### config.mk
export PLATFORM = sky130hd
export DESIGN_NAME = hilo_acc
export DESIGN_NICKNAME = d
export VERILOG_FILES = /design/src/rtl/hilo_acc.sv
export SDC_FILE = /design/constraint.sdc
export NUM_CORES = 2
export LEC_CHECK = 0
export BUFFER_PORTS_ARGS = -buffer_cell sky130_fd_sc_hd__buf_2
export CAP_MARGIN = 30
export CORE_ASPECT_RATIO = 1.2
export CORE_MARGIN = 8
export CORE_UTILIZATION = 60
export DETAILED_ROUTE_END_ITERATION = 16
export PLACE_DENSITY = 0.81
export SETUP_SLACK_MARGIN = 0.02
export SYNTH_ARGS = -nofsm -noshare
export SYNTH_HDL_FRONTEND = slang
export SYNTH_SLANG_ARGS = --single-unit
### constraint.sdc
create_clock -name clk -period 8.85 [get_ports clk]
set_clock_uncertainty 0.05 [all_clocks]
set_input_delay 1.3275 -clock clk [delete_from_list [all_inputs] [get_ports clk]]
set_output_delay 1.3275 -clock clk [all_outputs]
set_load 0.02 [all_outputs]
### src/rtl/hilo_acc.sv
// hilo_acc -- HI/LO special-register unit with multiply-accumulate engine.
//
// Holds the HI and LO halves of a 2*DATA_W accumulator. In IDLE, HI and LO
// can be written directly and independently. A three-state engine
// (IDLE -> MUL -> ACC) multiplies two latched operands and adds the product
// to, or subtracts it from, {HI,LO}. The engine can be aborted with
// acc_cancel.
//
// Ports:
//   clk          clock; all state updates on the rising edge
//   rst          asynchronous active-low reset
//   we_hi/we_lo  direct write enables for HI / LO (honoured only in IDLE)
//   hi_i/lo_i    direct write data
//   acc_start    start an accumulate (sampled only in IDLE)
//   acc_op       00 MADD, 01 MADDU, 10 MSUB, 11 MSUBU
//   acc_a/acc_b  multiplier operands, latched at start
//   acc_cancel   abort an in-flight accumulate (MUL or ACC)
//   acc_busy     high while in MUL or ACC
//   acc_done     one-cycle pulse after {HI,LO} has been updated
//   wr_conflict  one-cycle pulse when a direct write was dropped (busy)
//   hi_o/lo_o    HI/LO read data (optionally bypassing direct-write data)
module hilo_acc #(
  parameter int DATA_W = 32,
  parameter int BYPASS = 0
) (
  input  logic              clk,
  input  logic              rst,
  input  logic              we_hi,
  input  logic              we_lo,
  input  logic [DATA_W-1:0] hi_i,
  input  logic [DATA_W-1:0] lo_i,
  input  logic              acc_start,
  input  logic [1:0]        acc_op,
  input  logic [DATA_W-1:0] acc_a,
  input  logic [DATA_W-1:0] acc_b,
  input  logic              acc_cancel,
  output logic              acc_busy,
  output logic              acc_done,
  output logic              wr_conflict,
  output logic [DATA_W-1:0] hi_o,
  output logic [DATA_W-1:0] lo_o
);

  localparam int PW = 2 * DATA_W;
  localparam logic BYP_EN = (BYPASS != 32'sd0);

  typedef enum logic [1:0] {
    ST_IDLE = 2'b00,
    ST_MUL  = 2'b01,
    ST_ACC  = 2'b10
  } state_t;

  state_t state_q, state_d;
  logic [DATA_W-1:0] hi_q, hi_d;
  logic [DATA_W-1:0] lo_q, lo_d;
  logic [DATA_W-1:0] a_q, a_d;
  logic [DATA_W-1:0] b_q, b_d;
  logic [1:0]        op_q, op_d;
  logic [PW-1:0]     prod_q, prod_d;
  logic              done_q, done_d;
  logic              conflict_q, conflict_d;

  logic              busy_s;
  logic [PW-1:0]     ext_a_s, ext_b_s, mul_s, hilo_s, sum_s;

  // Widen an operand to the product width: op bit 0 selects zero-extension
  // (unsigned ops) versus sign-extension (signed ops).
  function automatic logic [PW-1:0] extend_op(input logic [DATA_W-1:0] v,
                                              input logic is_unsigned);
    if (is_unsigned) begin
      extend_op = {{DATA_W{1'b0}}, v};
    end else begin
      extend_op = {{DATA_W{v[DATA_W-1]}}, v};
    end
  endfunction

  // Multiplier and accumulator arithmetic. Multiplying the two PW-bit
  // extended operands and keeping the low PW bits yields the exact signed
  // or unsigned product, so one multiplier serves all four ops.
  always_comb begin
    ext_a_s = extend_op(a_q, op_q[0]);
    ext_b_s = extend_op(b_q, op_q[0]);
    mul_s   = ext_a_s * ext_b_s;
    hilo_s  = {hi_q, lo_q};
    if (op_q[1]) begin
      sum_s = hilo_s - prod_q;
    end else begin
      sum_s = hilo_s + prod_q;
    end
  end

  // State register.
  always_ff @(posedge clk or negedge rst) begin
    if (!rst) begin
      state_q <= ST_IDLE;
    end else begin
      state_q <= state_d;
    end
  end

  // Next-state logic; cancel returns to IDLE from either busy state.
  always_comb begin
    state_d = state_q;
    case (state_q)
      ST_IDLE: begin
        if (acc_start) state_d = ST_MUL;
        else           state_d = ST_IDLE;
      end
      ST_MUL: begin
        if (acc_cancel) state_d = ST_IDLE;
        else            state_d = ST_ACC;
      end
      ST_ACC:  state_d = ST_IDLE;
      default: state_d = ST_IDLE;
    endcase
  end

  // FSM outputs decoded from the state register.
  always_comb begin
    busy_s = 1'b0;
    case (state_q)
      ST_IDLE: busy_s = 1'b0;
      ST_MUL:  busy_s = 1'b1;
      ST_ACC:  busy_s = 1'b1;
      default: busy_s = 1'b0;
    endcase
  end

  // Datapath next values. A direct write and a start in the same IDLE
  // cycle both land; the accumulate then sees the freshly written value.
  always_comb begin
    hi_d       = hi_q;
    lo_d       = lo_q;
    a_d        = a_q;
    b_d        = b_q;
    op_d       = op_q;
    prod_d     = prod_q;
    done_d     = 1'b0;
    conflict_d = busy_s & (we_hi | we_lo);
    case (state_q)
      ST_IDLE: begin
        if (we_hi) hi_d = hi_i;
        else       hi_d = hi_q;
        if (we_lo) lo_d = lo_i;
        else       lo_d = lo_q;
        if (acc_start) begin
          a_d  = acc_a;
          b_d  = acc_b;
          op_d = acc_op;
        end else begin
          a_d  = a_q;
          b_d  = b_q;
          op_d = op_q;
        end
      end
      ST_MUL: begin
        if (!acc_cancel) prod_d = mul_s;
        else             prod_d = prod_q;
      end
      ST_ACC: begin
        // Cancel wins over the accumulator write on the same edge.
        if (!acc_cancel) begin
          {hi_d, lo_d} = sum_s;
          done_d       = 1'b1;
        end else begin
          done_d       = 1'b0;
        end
      end
      default: begin
        done_d = 1'b0;
      end
    endcase
  end

  // Datapath registers and pulse outputs.
  always_ff @(posedge clk or negedge rst) begin
    if (!rst) begin
      hi_q       <= {DATA_W{1'b0}};
      lo_q       <= {DATA_W{1'b0}};
      a_q        <= {DATA_W{1'b0}};
      b_q        <= {DATA_W{1'b0}};
      op_q       <= 2'b00;
      prod_q     <= {PW{1'b0}};
      done_q     <= 1'b0;
      conflict_q <= 1'b0;
    end else begin
      hi_q       <= hi_d;
      lo_q       <= lo_d;
      a_q        <= a_d;
      b_q        <= b_d;
      op_q       <= op_d;
      prod_q     <= prod_d;
      done_q     <= done_d;
      conflict_q <= conflict_d;
    end
  end

  // Read ports: optional same-cycle forwarding of direct-write data, only
  // when the write will actually land (IDLE).
  always_comb begin
    if (BYP_EN && !busy_s && we_hi) hi_o = hi_i;
    else                            hi_o = hi_q;
    if (BYP_EN && !busy_s && we_lo) lo_o = lo_i;
    else                            lo_o = lo_q;
  end

  assign acc_busy    = busy_s;
  assign acc_done    = done_q;
  assign wr_conflict = conflict_q;

endmodule

== Yosys cells after proc, flatten, opt, wreduce, memory -nomap -nowiden ==
Index checks and enable logic that the tools add are counted.

* Magnitude comparators: 0
* Mux-type cells: 15
* Eq/ne operators: 5
* Divide/modulo/power cells: 0
* Shift-type cells: 0
* Reduce and logical (&&, ||, !) cells: 7
* $mul: 1
* $add $sub $neg: 2
* Bitwise logic cells: 3

{| class="wikitable"
|+ Operators with widths
! kind !! number
|-
| 2-to-1 mux 64 bit || 3
|-
| 2-to-1 mux 32 bit || 4
|-
| case mux 32 bit (2 select lines) || 2
|-
| adder 64 bit || 1
|-
| multiplier 64 x 64 -> 64 bit || 1
|-
| subtractor 64 bit || 1
|-
| inequality test 2 bit (second input constant) || 3
|-
| AND reduction 3 bit || 2
|-
| 2-to-1 mux 1 bit || 4
|-
| case mux 2 bit (2 select lines) || 1
|-
| AND reduction 2 bit || 2
|-
| == test 2 x 1 -> 1 bit (second input constant) || 1
|-
| == test 2 bit (second input constant) || 1
|-
| logical NOT 2 bit || 1
|-
| 2-to-1 mux 2 bit || 1
|-
| nonzero test 2 bit || 1
|-
| OR reduction 2 bit || 1
|-
| AND 1 bit || 1
|-
| inverter 1 bit || 1
|-
| OR 1 bit || 1
|}

* Bits in registers: 198
* Latch bits: 0
* Memories kept: 0
* Memory bits (read-only): 0
* Memory bits (writable): 0
* Input port bits: 136

== Depth between registers and ports, before layout ==
* Depth in word-level cells: 4
* Depth in mapped cells: 37
* Gate-level depth less buffers: 34

== Worst setup path before layout ==
No wires, ideal clock.

* Path kind: register to register
* From: register a_q[31]
* To: register prod_q[62]
* Slack: -0.686 ns
* Required time: 8.668 ns
* Data arrival time: 9.354 ns
* Buffers on the path: 3
* Stages on the path, launching flop included: 33
* Cells stage by stage: dfrtp_1 nor2b_1 clkbuf_1 clkbuf_1 nand2_1 fa_1 inv_1 fa_1 fa_1 inv_1 fa_1 inv_1 fa_1 fa_1 fa_1 fa_1 fa_1 inv_1 fa_1 inv_1 ha_1 clkbuf_1 a21o_1 a21o_1 a21oi_1 o22ai_1 o41ai_1 nand2_1 and3_1 nor4_1 a31oi_1 xnor2_1 o21ai_1

* Word-level cells in the longest chain between the ends: 2

{| class="wikitable"
|+ RTL lines
! element !! RTL line !! RTL
|-
| start, declared || 56 || <nowiki>logic [DATA_W-1:0] a_q, a_d;</nowiki>
|-
| start signal, assigned || 180 || <nowiki>a_q <= {DATA_W{1'b0}};</nowiki>
|-
| 2-to-1 mux 64 bit || 70 || <nowiki>if (is_unsigned) begin</nowiki>
|-
| multiplier 64 x 64 -> 64 bit || 83 || <nowiki>mul_s = ext_a_s * ext_b_s;</nowiki>
|-
| end signal, assigned || 183 || <nowiki>prod_q <= {PW{1'b0}};</nowiki>
|-
| end signal, assigned || 192 || <nowiki>prod_q <= prod_d;</nowiki>
|-
| end, declared || 59 || <nowiki>logic [PW-1:0] prod_q, prod_d;</nowiki>
|}

No other way between the ends.
A chain may end at the register's enable or synchronous reset.

== Worst setup path in the final report ==
* From: register a_q[31]
* To: register prod_q[63]

Same word-level chain as after synthesis.

==> impl_metrics.py <==
metrics = {
    "drt": {
        "wl_met2_mm": 84.13,
        "drc": 0,
        "wirelength_mm": 172.1,
        "wl_met3_mm": 14.31,
        "drt.antenna.violating_nets": 0,
        "highest_layer": "met5",
        "vias": 45910,
        "wl_met1_mm": 65.08,
        "first_pass_iters": 5,
        "wire_per_inst_microns": 21.19,
        "via_per_inst": 5.652,
        "drt_iter0_markers": 3695,
    },
    "run": {
        "max_cap_viol_count": 0,
    },
    "worst_setup_path": {
        "cp_slowest_cell": "fa_2",
        "crit_top_cell": "fa_1",
        "r2r_slack_ns": 0.01,
        "crit_start": "a_q[31]",
        "cp.arrival_ns": 9.22,
        "cpPeakStageDelay_ns": 0.60,
        "required_ns": 9.23,
        "worstSetupEndpointType": "flip-flop",
        "cp-start-kind": "flip-flop",
        "critical_path_class": "reg2reg",
        "worst-path-max-fanout": 6,
        "reg2reg_from": "a_q[31]",
    },
    "logic_synthesis": {
        "synthXorXnorAreaFrac_pct": 3.485,
        "synth-warning-count": 0,
        "ys_types": 77,
        "muxShareOfSynthArea_pct": 2.071,
        "synthSimpleGateAreaFrac_pct": 13.56,
        "synth-seq-area-share_pct": 8.184,
        "async_reset_ff_share_pct": 100.0,
        "avgSynthCellArea_sq_um": 9.341,
        "synth_edf_count": 0,
        "synth_top_family_by_area": "adder cells",
        "yosys.area_share.adder_pct": 54.75,
        "netlist_instances": 6481,
        "ys_ff_latch": 198,
        "synth_nets": 8415,
        "ys.flop_type": "dfrtp_1",
        "synth-compound-area-share_pct": 6.353,
        "syn_area_sq_um": 60540,
    },
    "clocking": {
        "clk_latency_ns": 0.57,
        "ctsHtreeMaxLevel": 4,
        "cts_tree": "yes",
        "clk_pin_slew_ns": 0.10,
        "cts_root_buffer": "clkbuf_16",
        "clockBufferDepth": 2,
        "ctsHoldBuffers": 0,
        "clkSinkCount": 198,
        "numCtsBuffers": 17,
    },
    "global_route": {
        "grt_start_max_net_pins": 74,
        "grt_pass1_wl_mm": 274.4,
        "antenna_found_initial": 9,
        "overflow": 0,
        "grtUsageTotal_pct": 31.42,
        "grt_pass1_vias": 51370,
    },
    "final_layout": {
        "multi_input_area_sq_um": 49430,
        "nNetsFinal": 8753,
        "syn_to_final_growth_pct": 11.50,
        "n_fill_cell": 7513,
        "drive_gt1_share_pct": 14.17,
        "utilization_pct": 67.54,
        "regArea_sq_um": 4975,
    },
    "floorplan": {
        "dieHeight_microns": 364.0,
        "dieArea_sq_um": 111400,
        "coreArea_sq_um": 99950,
        "chipWidth_microns": 306.0,
        "top_level_ports": 203,
        "initial_utilization_pct": 60.57,
        "rows": 127,
    },
    "sta": {
        "rsz0062_at_grt": "true",
        "slew_viol_final": 0,
        "fmax_ghz": 0.1131,
        "hold_violations": 0,
        "setup_violations": 0,
        "fin_crit_ns": 8.839,
        "slew_headroom_pct": 43.09,
        "finalCritPeriodShare_pct": 99.87,
        "worstMarginPinSlew_ns": 0.8536,
    },
    "min_path": {
        "hold_class": "reg2reg",
        "min_from": "b_q[0]",
    },
    "placed_design": {
        "gp_congestion": 0.9665,
        "hpwl_mm": 145.3,
        "port_buffers": 202,
    },
    "run_status": {
        "outcome": "completed",
    },
}
==> logic make-up after synthesis <==
group / Yosys count
AO/OA/AOI/OAI: 627
XOR/XNOR: 240
adder cells (fa/ha/maj): 1800
buffers and inverters: 1870
flip-flops: 198
multiplexers: 117
AND/OR/NAND/NOR: 1629
==> Yosys cell counts (66+ instances only) <==
cell	n	share of area [%]
a21oi_1	194	1.6
clkbuf_1	285	1.8
and2_1	599	6.2
fa_1	1416	47
o21ai_0	179	1.5
ha_1	382	7.9
nor2_1	110	0.68
dfrtp_1	198	8.2
nand2_1	709	4.4
xnor2_1	189	2.7
a21o_1	69	0.86
inv_1	1567	9.7
mux2_2	66	1.2
==> cells in the final DEF, fill, tap and decap left out, types with 169 or more instances in the layout <==
cell type,instances
a21oi_1,169
fa_1,1355
inv_1,1534
xnor2_1,188
buf_2,202
and2_1,593
buf_4,343
ha_1,361
dfrtp_1,182
nand2_1,696
==> flip-flops by register name, indices dropped and copies added, names as in the netlist <==
| signal | count |
|---|---|
| prod_q | 64 |
| a_q | 32 |
| b_q | 32 |
| hi_o | 32 |
| lo_o | 32 |
| op_q | 2 |
| state_q | 2 |
| acc_done | 1 |
| wr_conflict | 1 |
==> routing by layer <==
metal / global-route usage, % / vias up
met4: 13.41 / 6
met1: 38.90 / 23320
met2: 54.35 / 2115
met3: 5.530 / 550
li1: - / 19920
met5: 0 / -
==> what timing repair did <==
action | 4_1_cts | 5_1_grt
pin swaps | 38 | 114
buffers inserted | 6 | 35
gates cloned | 0 | 2
endpoints found under the setup margin | 13 | 20
hold endpoints to repair | 0 | 0
gates resized for setup | 55 | 202
==> worst max-delay path: cells and delay by family (launching register included) <==
kind,cells,cell delay [ns]
adders and majority gates,11,5.62
and+or+nand+nor,6,1.09
buffers and inverters,11,0.90
AOI/OAI and AO/OA,4,0.50
DFF,1,0.39
xor gates and xnor gates,1,0.17
==> cell type report <==
type | instances | area share, %
flip-flops and latches | 198 | 7.370
multi-input cells | 4413 | 73.23
repair buffers | 622 | 7.349
well taps | 1290 | 2.391
clock buffers | 17 | 0.6302
inverters | 1567 | 8.721
diodes | 1 | 0.003707
clock inverters | 15 | 0.3021
==> worst paths after layout <==
| kind | cells past startpoint | end |
|---|---|---|
| max | 33 | prod_q[63] |
| min | 1 | b_q[0] |
| max reg2reg | 33 | prod_q[63] |
| min reg2reg | 1 | b_q[0] |
| max in group asynchronous | 2 | op_q[1] |
| min in group asynchronous | 1 | lo_o[6] |
==> stage by stage <==
stage	hold slack [ns]	instance area [sq um]	TNS [ns]	instances	setup slack (ns)
floorplan	0.4192	60590	0	6481	0.02273
global placement	0.4421	65570	-0.3127	8047	-0.07672
detailed placement	0.4544	65570	-1.533	8047	-0.2337
CTS	0.4745	66410	0	8085	0.02005
global route	0.4952	67500	-1.143	8122	-0.1837
finish	0.4723	67500	0	8123	0.01109
Power is left out: the tool's default activity adds up to more than one toggle a clock period on the data nets, which glitch-free logic cannot reach.
